[config.mk]
export PLATFORM = sky130hd
export DESIGN_NAME = mt9v034_capture_flat
export DESIGN_NICKNAME = d
export VERILOG_FILES = /design/src/rtl/mt9v034_capture_if.sv /design/src/rtl/mt9v034_capture.sv /design/src/flat_wrapper.sv
export SDC_FILE = /design/constraint.sdc
export NUM_CORES = 1
export LEC_CHECK = 0
export CORE_MARGIN = 2
export CORE_UTILIZATION = 59
export DETAILED_ROUTE_END_ITERATION = 7
export PLACE_DENSITY_LB_ADDON = 0.05
export SYNTH_ARGS = -nofsm -noshare
export SYNTH_HDL_FRONTEND = slang
export SYNTH_SLANG_ARGS = --single-unit
export TNS_END_PERCENT = 20
[constraint.sdc]
create_clock -name im_pclk -period 5.9 [get_ports im_pclk]
set_input_delay 1.18 -clock im_pclk [delete_from_list [all_inputs] [get_ports im_pclk]]
set_output_delay 1.18 -clock im_pclk [all_outputs]
set_load 0.02 [all_outputs]
[src/rtl/mt9v034_capture_if.sv]
// Bus bundle between the MT9V034 sensor pins and the image DMA side.
//   sen_fv / sen_lv / sen_data : raw sensor frame valid, line valid, 10-bit pixel
//   im_vsync / im_hsync        : frame / line framing towards video2axis
//   im_valid / im_dout         : one-cycle strobe per packed 16-bit pixel pair
// Modports: master drives the sensor side and observes the image side (bench),
//           slave is the capture block.
interface mt9v034_capture_if;
    logic        sen_fv;
    logic        sen_lv;
    logic [9:0]  sen_data;
    logic        im_vsync;
    logic        im_hsync;
    logic        im_valid;
    logic [15:0] im_dout;

    modport master (
        output sen_fv, sen_lv, sen_data,
        input  im_vsync, im_hsync, im_valid, im_dout
    );

    modport slave (
        input  sen_fv, sen_lv, sen_data,
        output im_vsync, im_hsync, im_valid, im_dout
    );
endinterface

[src/rtl/mt9v034_capture.sv]
// MT9V034 capture stage: crops a window out of the sensor raster, truncates
// pixels to 8 bits and packs even/odd pixel pairs into 16-bit words.
//   im_pclk    : pixel clock (only clock)
//   rstn       : synchronous reset, active low
//   capture_en : frame gate, looked at only when a frame starts
//   err_clr    : clears the sticky line_err flag
//   bus        : sensor inputs and image outputs (slave modport)
//   frame_cnt  : completed captured frames, wraps
//   line_err   : sticky short-line / short-frame flag
module mt9v034_capture #(
    parameter int H_START = 56,
    parameter int V_START = 0,
    parameter int H_SIZE  = 640,
    parameter int V_SIZE  = 480
) (
    input  logic                    im_pclk,
    input  logic                    rstn,
    input  logic                    capture_en,
    input  logic                    err_clr,
    mt9v034_capture_if.slave        bus,
    output logic [15:0]             frame_cnt,
    output logic                    line_err
);
    localparam logic [3:0] S_WAIT  = 4'b0001;
    localparam logic [3:0] S_IDLE  = 4'b0010;
    localparam logic [3:0] S_FRAME = 4'b0100;
    localparam logic [3:0] S_SKIP  = 4'b1000;

    localparam logic [12:0] H_LO = 13'(H_START);
    localparam logic [12:0] H_HI = 13'(H_START + H_SIZE);
    localparam logic [12:0] V_LO = 13'(V_START);
    localparam logic [12:0] V_HI = 13'(V_START + V_SIZE);

    logic        fv_r, lv_r, fv_rr, lv_rr;
    logic [9:0]  data_r;
    logic [7:0]  data_rr;     // pixel byte aligned with lv_rr / col
    logic [3:0]  state, state_next;
    logic [11:0] col, row;
    logic        phase;
    logic [7:0]  even_byte;

    logic        fv_rise, fv_fall, lv_fall, in_frame, row_in, col_in, pix_win;
    logic        short_line, short_frame;
    logic [12:0] rows_done;
    logic        unused_lsb;

    // The two LSBs are registered with the rest of the bus but dropped by truncation.
    assign unused_lsb = ^data_r[1:0];

    assign fv_rise  = fv_r & ~fv_rr;
    assign fv_fall  = ~fv_r & fv_rr;
    assign lv_fall  = ~lv_r & lv_rr;
    assign in_frame = (state == S_FRAME);
    assign row_in   = ({1'b0, row} >= V_LO) && ({1'b0, row} < V_HI);
    assign col_in   = ({1'b0, col} >= H_LO) && ({1'b0, col} < H_HI);
    assign pix_win  = in_frame & lv_rr & row_in & col_in;

    // col is the index of the last pixel of the line when lv_fall is seen,
    // so the line length is col+1.
    assign short_line = in_frame & lv_fall & row_in & (({1'b0, col} + 13'd1) < H_HI);
    // An FV fall that coincides with an LV fall also closes that line.
    assign rows_done   = {1'b0, row} + {12'd0, lv_fall};
    assign short_frame = in_frame & fv_fall & (rows_done < V_HI);

    always_comb begin
        state_next = state;
        case (state)
            S_WAIT:  if (!fv_r)   state_next = S_IDLE;
            S_IDLE:  if (fv_rise) state_next = capture_en ? S_FRAME : S_SKIP;
            S_FRAME: if (fv_fall) state_next = S_IDLE;
            S_SKIP:  if (fv_fall) state_next = S_IDLE;
            default:              state_next = S_WAIT;
        endcase
    end

    always_ff @(posedge im_pclk) begin
        if (!rstn) begin
            // FV history resets high so a sensor already mid-frame is not
            // mistaken for a fresh FV rise; S_WAIT waits for a real FV low.
            fv_r         <= 1'b1;
            fv_rr        <= 1'b1;
            lv_r         <= 1'b0;
            lv_rr        <= 1'b0;
            data_r       <= '0;
            data_rr      <= '0;
            state        <= S_WAIT;
            col          <= '0;
            row          <= '0;
            phase        <= 1'b0;
            even_byte    <= '0;
            bus.im_vsync <= 1'b1;
            bus.im_hsync <= 1'b0;
            bus.im_valid <= 1'b0;
            bus.im_dout  <= '0;
            frame_cnt    <= '0;
            line_err     <= 1'b0;
        end else begin
            fv_r    <= bus.sen_fv;
            lv_r    <= bus.sen_lv;
            data_r  <= bus.sen_data;
            fv_rr   <= fv_r;
            lv_rr   <= lv_r;
            data_rr <= data_r[9:2];
            state   <= state_next;

            if (lv_rr) col <= (col == 12'hFFF) ? col : col + 12'd1;
            else       col <= '0;

            if (fv_rise)                        row <= '0;
            else if (lv_fall && row != 12'hFFF) row <= row + 12'd1;

            // Phase restarts before every line, so a dangling even byte is dropped.
            if (!lv_rr)       phase <= 1'b0;
            else if (pix_win) phase <= ~phase;

            if (pix_win && !phase) even_byte <= data_rr;

            bus.im_valid <= pix_win & phase;
            if (pix_win && phase) bus.im_dout <= {data_rr, even_byte};

            bus.im_hsync <= in_frame & lv_rr & row_in;
            bus.im_vsync <= ~in_frame;

            if (in_frame && fv_fall) frame_cnt <= frame_cnt + 16'd1;

            if (short_line || short_frame) line_err <= 1'b1;
            else if (err_clr)              line_err <= 1'b0;
        end
    end
endmodule
[src/flat_wrapper.sv]
// flat-port wrapper written by rule: the top's interface ports become plain ports
module mt9v034_capture_flat 
#(
    parameter int H_START = 56,
    parameter int V_START = 0,
    parameter int H_SIZE  = 640,
    parameter int V_SIZE  = 480
)
  (im_pclk, rstn, capture_en, err_clr, frame_cnt, line_err, bus_sen_fv, bus_sen_lv, bus_sen_data, bus_im_vsync, bus_im_hsync, bus_im_valid, bus_im_dout);
  mt9v034_capture_if bus_i ();
  input  logic im_pclk;
  input  logic rstn;
  input  logic capture_en;
  input  logic err_clr;
  output logic [15:0] frame_cnt;
  output logic line_err;
  input wire logic [$bits(bus_i.sen_fv)-1:0] bus_sen_fv;
  input wire logic [$bits(bus_i.sen_lv)-1:0] bus_sen_lv;
  input wire logic [$bits(bus_i.sen_data)-1:0] bus_sen_data;
  output wire logic [$bits(bus_i.im_vsync)-1:0] bus_im_vsync;
  output wire logic [$bits(bus_i.im_hsync)-1:0] bus_im_hsync;
  output wire logic [$bits(bus_i.im_valid)-1:0] bus_im_valid;
  output wire logic [$bits(bus_i.im_dout)-1:0] bus_im_dout;
  assign bus_i.sen_fv = bus_sen_fv;
  assign bus_i.sen_lv = bus_sen_lv;
  assign bus_i.sen_data = bus_sen_data;
  assign bus_im_vsync = bus_i.im_vsync;
  assign bus_im_hsync = bus_i.im_hsync;
  assign bus_im_valid = bus_i.im_valid;
  assign bus_im_dout = bus_i.im_dout;
  mt9v034_capture #(.H_START(H_START), .V_START(V_START), .H_SIZE(H_SIZE), .V_SIZE(V_SIZE)) u_core (.im_pclk(im_pclk), .rstn(rstn), .capture_en(capture_en), .err_clr(err_clr), .bus(bus_i), .frame_cnt(frame_cnt), .line_err(line_err));
endmodule
==> results.sh, run 1 <==
export IMPL_status="completed"
export IMPL_drtPass1Iterations=5
export IMPL_wl_per_cell_um=13.7
export IMPL_area_growth_pct=17.3
export IMPL_synth_top_area_share_pct=47.5
export IMPL_yosysSeqAreaShare_pct=47.5
export IMPL_crit_chain="clkdlybuf4s50_1"
export IMPL_drive_gt1_share_pct=5.31
export IMPL_critPathMaxFanout=6
export IMPL_via_per_inst=5.64
export IMPL_ys_flop_type="dfxtp_1"
export IMPL_drt_iter0_markers=136
export IMPL_post_route_drc_count=0
export IMPL_cts_tree="yes"
export IMPL_async_flop_share_pct=0
export IMPL_yosys_top_cells_count="dfxtp_1, nand2_1, nand3_1, and2_1, nor2_1"
export IMPL_post_cts_resized=0
export IMPL_grt_pass1_wl_um=12700
export IMPL_dpl_cell_area_um2=4430
export IMPL_worst_setup_path_end_kind="primary output"
export IMPL_post_route_min_period_ns=2.64
export IMPL_crit_path_max_incr_delay_ns=0.65
export IMPL_worstHoldPathType="reg -> reg"
export IMPL_syn_inst=430
export IMPL_dpl_cell_count=533
export IMPL_pwr_density_cell_nw_per_um2=231
export IMPL_cp_required_ns=4.72
export IMPL_post_route_period_util_pct=44.8
export IMPL_dieHeight_um=85.5
export IMPL_maxSlewHeadroom_pct=33.1
export IMPL_syn_nets=449
export IMPL_hold_viol_final=0
export IMPL_vias=3093
export IMPL_clk_pin_slew_worst_paths_ns=0.09
export IMPL_numCtsBuffers=9
export IMPL_fmax_ghz=0.378
export IMPL_seqCellArea_um2=1860
export IMPL_syn_area_um2=3920
export IMPL_critPathTopFamily="buffers and inverters"
export IMPL_io_buffers=49
export IMPL_criticalPathCategory="reg -> out"
export IMPL_cp_start_kind="register"
export IMPL_multi_input_area_um2=1950
export IMPL_cts_root_buf="clkbuf_8"
export IMPL_slew_viol_final=0
export IMPL_pre_cts_ws_ns=2.95
export IMPL_clock_path_buffers=2
export IMPL_final_area_um2=4600
export IMPL_ys_warnings_count=0
export IMPL_antenna_cells=0
export IMPL_core_um2=6390
export IMPL_grt_max_degree=53
export IMPL_ir_drop_uv=188
export IMPL_design_die_area_um2=7310
export IMPL_maxCapViolCount=0
export IMPL_die_w_um=85.5
export IMPL_hold_buffers=0
export IMPL_cp_arrival_ns=1.46
export IMPL_ioPinCount=52
export IMPL_synth_top_area_cell="dfxtp_1"
export IMPL_nets=486
export IMPL_synth_edf_count=0
export IMPL_grt_remaining_overflow=0
export IMPL_setup_viol=0
export IMPL_tns_ns=0
export IMPL_grt_util_all_layers_pct=21.4
export IMPL_synth_cell_types=50
export IMPL_worstMarginPinSlew_ns=0.995
export IMPL_antenna_left=0
export IMPL_wl_um=7510
export IMPL_total_power_mw=1.06
export IMPL_instances_no_fill=548
export IMPL_setup_ws_ns=3.26
export IMPL_cts_sinks=93
export IMPL_cts_setup_buffers=0
export IMPL_grt_setup_unrepaired="false"
export IMPL_start_util_pct=61.4
export IMPL_place_hpwl_um=5110
export IMPL_synthTopCellsByArea="dfxtp_1, and2_1, nand3_1"
export IMPL_crit_slowest_cell="clkdlybuf4s50_1"
export IMPL_total_leakage_power_nw=1.62
export IMPL_avgSynthCellArea_um2=9.12
export IMPL_std_cell_rows=29
export IMPL_routabilityCongestion=0.873
export IMPL_synth_most_common_cell="dfxtp_1"
export IMPL_clk_latency_ns=0.35
export IMPL_fin_skew_ns=0.00961
export IMPL_path_buf_inv=1
export IMPL_antenna_found_initial=0
export IMPL_ys_ff_latch=93
export IMPL_first_global_vias=2889
export IMPL_htreeDepth=3
export IMPL_fillers=513
power breakdown:
| group | switching (mW) | leakage (nW) | total [mW] | internal [mW] |
|---|---|---|---|---|
| Clock | 0.218 | 0.0889 | 0.382 | 0.164 |
| Sequential | 0.00749 | 0.754 | 0.643 | 0.636 |
| Combinational | 0.0189 | 0.776 | 0.0381 | 0.0192 |
| Total | 0.244 | 1.62 | 1.06 | 0.819 |
routing by layer:
metal / track usage [%] / wire, um
met1: 27.6 / 3490
met5: 0 / 0
met3: 5.20 / 406
met4: 7.22 / 98
met2: 35.5 / 3510
cells in the final DEF, fill, tap and decap left out, types with 3 or more instances in the layout:
cell / synthesis / final
a21boi_0: 4 / 4
a21oi_1: 14 / 14
and2_1: 32 / 32
and3_1: 8 / 8
and4_1: 4 / 4
clkbuf_8: 0 / 10
clkdlybuf4s50_1: 0 / 48
dfxtp_1: 93 / 93
ha_1: 3 / 3
inv_1: 6 / 6
mux2i_1: 14 / 14
nand2_1: 39 / 39
nand2b_1: 3 / 3
nand3_1: 37 / 37
nand4_1: 10 / 10
nor2_1: 23 / 23
nor2b_1: 13 / 13
nor3_1: 8 / 8
nor3b_1: 4 / 4
o21ai_0: 20 / 20
o21ai_1: 3 / 3
o22ai_1: 3 / 3
or3_1: 3 / 3
xnor2_1: 16 / 16
xor2_1: 14 / 14
final timing paths:
check / startpoint / to / slack [ns] / depth (start not counted)
max reg2reg: u_core.state[2] / u_core.even_byte[7] / 3.41 / 5
min reg2reg: u_core.data_r[4] / u_core.data_rr[2] / 0.44 / 1
min: u_core.data_r[4] / u_core.data_rr[2] / 0.44 / 1
max: u_core.frame_cnt[3] / frame_cnt[3] / 3.26 / 1
cells by family (layout without fill, tap and decap cells):
family	Yosys count	after routing	share of synthesized area, %
and+or+nand+nor	196	196	27.3
DFF	93	93	47.5
AOI/OAI and AO/OA	63	63	10.7
buffers and inverters	31	72	3.22
xor gates and xnor gates	30	30	6.70
muxes	14	14	3.57
adders and majority gates	3	3	0.957
cell type report:
type	count	area share, %
clock buffer	10	2.99
timing repair buffer	51	10.9
multi-input combinational	306	42.3
sequential	93	40.5
tap	77	2.09
clock inverter	5	0.762
inverter	6	0.490
sequential cells by signal, summed over array words and instances (netlist names):
register             flops
u_core.lv_rr             1
u_core.bus.im_hsync      1
u_core.state             4
u_core.bus.im_valid      1
u_core.fv_r              1
u_core.col              12
u_core.phase             1
u_core.lv_r              1
u_core.frame_cnt        16
u_core.fv_rr             1
u_core.data_r            8
u_core.data_rr           8
u_core.line_err          1
u_core.even_byte         8
u_core.bus.im_vsync      1
u_core.row              12
u_core.bus.im_dout      16
stage by stage:
step | util, % | hold WS [ns]
floorplan | - | 0.412
global placement | 69.3 | 0.415
detailed placement | 69.3 | 0.419
CTS | 72.0 | 0.439
global route | 72.0 | 0.449
finish | 72.0 | 0.438
No activity file was read; power rests on OpenSTA's default activity.
==> run 2: changes to the inputs <==
- CORE_UTILIZATION: 59 -> 54
- clock period: 5.9 -> 2.7 ns (I/O delays scaled with it)
==> results.sh, run 2 (same netlist as run 1, synthesis figures left out) <==
export IMPL_status="completed"
export IMPL_whs_ns=0.442
export IMPL_vias=3027
export IMPL_grt_pass1_wl_um=12200
export IMPL_ir_drop_uv=315
export IMPL_ioPinCount=52
export IMPL_pre_cts_ws_ns=0.614
export IMPL_antenna_cells=0
export IMPL_final_common_cell="dfxtp_1"
export IMPL_routabilityCongestion=0.844
export IMPL_top_regs="u_core.bus.im_dout (16), u_core.frame_cnt (16)"
export IMPL_antenna_left=0
export IMPL_worstMarginPinSlew_ns=0.967
export IMPL_drive_gt1_share_pct=6.11
export IMPL_dpl_cell_area_um2=4480
export IMPL_place_hpwl_um=4930
export IMPL_cp_required_ns=2.93
export IMPL_die_w_um=89.2
export IMPL_drtPass1Iterations=4
export IMPL_start_util_pct=54.9
export IMPL_nets=489
export IMPL_grt_max_degree=58
export IMPL_post_route_min_period_ns=2.10
export IMPL_core_um2=7140
export IMPL_clk_pin_slew_worst_paths_ns=0.10
export IMPL_total_leakage_power_nw=1.64
export IMPL_drt_iter0_markers=165
export IMPL_clock_path_buffers=2
export IMPL_grt_util_all_layers_pct=19.2
export IMPL_worst_setup_path_end_kind="register"
export IMPL_io_buffers=49
export IMPL_r2r_slack_ns=0.60
export IMPL_fmax_ghz=0.475
export IMPL_maxCapViolCount=0
export IMPL_numCtsBuffers=9
export IMPL_slew_viol_final=0
export IMPL_r2r_start="u_core.col[4]"
export IMPL_cts_setup_buffers=0
export IMPL_first_global_vias=2721
export IMPL_criticalPathCategory="reg -> reg"
export IMPL_cp_arrival_ns=2.33
export IMPL_critPathMaxFanout=30
export IMPL_hold_viol_final=0
export IMPL_cts_tree="yes"
export IMPL_design_die_area_um2=7960
export IMPL_cts_sinks=93
export IMPL_setup_ws_ns=0.596
export IMPL_grt_setup_unrepaired="false"
export IMPL_post_route_period_util_pct=77.9
export IMPL_r2r_end="u_core.bus.im_dout[10]"
export IMPL_clk_latency_ns=0.35
export IMPL_worstHoldPathType="reg -> reg"
export IMPL_whs_path_depth=1
export IMPL_r2r_cells=6
export IMPL_holdCritStartpoint="u_core.data_r[4]"
export IMPL_wl_per_cell_um=12.6
export IMPL_htreeDepth=3
export IMPL_cts_root_buf="clkbuf_8"
export IMPL_wl_um=7230
export IMPL_cp_start_kind="register"
export IMPL_setup_viol=0
export IMPL_via_per_inst=5.27
export IMPL_antenna_found_initial=0
export IMPL_hold_buffers=0
export IMPL_post_route_drc_count=0
export IMPL_dieHeight_um=89.2
export IMPL_tns_ns=0
export IMPL_std_cell_rows=31
export IMPL_post_cts_resized=0
export IMPL_area_growth_pct=19.0
export IMPL_fin_skew_ns=0.0120
export IMPL_maxSlewHeadroom_pct=34.9
export IMPL_grt_remaining_overflow=0
export IMPL_final_area_um2=4660
export IMPL_most_common_layout_cells="dfxtp_1, clkdlybuf4s50_1, nand2_1"
export IMPL_fillers=647
export IMPL_worstHoldEndpoint="u_core.data_rr[2]"
export IMPL_pwr_density_cell_nw_per_um2=507
## run 2: worst max-delay path by stage
stage / start / end / slack, ns / depth (start not counted)
after floorplan: u_core.state[1] / u_core.even_byte[0] / 0.65 / 6
after global placement: u_core.row[9] / u_core.bus.im_dout[11] / 0.64 / 6
after detailed placement: u_core.col[4] / u_core.bus.im_dout[8] / 0.61 / 6
after CTS: u_core.col[4] / u_core.bus.im_dout[10] / 0.59 / 6
after global routing: u_core.row[9] / u_core.bus.im_dout[8] / 0.34 / 6
final: u_core.col[4] / u_core.bus.im_dout[10] / 0.60 / 6
## run 2: cell type report
type	count	area [um^2]	share of cell area, %
clock buffers	9	124	2.66
clock inverters	7	63.8	1.37
inverters	6	22.5	0.483
multi-input cells	306	1950	41.7
flip-flops and latches	93	1860	39.9
well taps	99	124	2.66
repair buffers	54	523	11.2
## run 2: critical path, cell delays in order, from the launching register on
cell and delay [ns]:
dfxtp_1 0.40, a31o_2 0.28, nor4_1 0.74, a2111oi_4 0.10, buf_4 0.27, nand3_1 0.10, o21ai_0 0.08
## run 2: report_power, final
group | switching [mW] | internal [mW] | total (mW)
Combinational | 0.0399 | 0.0418 | 0.0817
Sequential | 0.0162 | 1.39 | 1.41
Clock | 0.523 | 0.356 | 0.879
## run 2: through the flow
stage | util [%] | total power [mW] | std cells
global placement | 62.7 | 1.52 | 558
global route | 65.4 | 2.46 | 574
floorplan | - | 1.49 | 430
detailed placement | 62.7 | 1.52 | 558
finish | 65.4 | 2.37 | 574
CTS | 65.4 | 2.39 | 574
## run 2: routing by layer
layer	global-route usage [%]	vias to the layer above	wire [um]
met3	5.17	11	226
met4	5.29	0	102
met5	0	-	0
li1	-	1577	-
met1	26.1	1393	3630
met2	30.1	46	3270
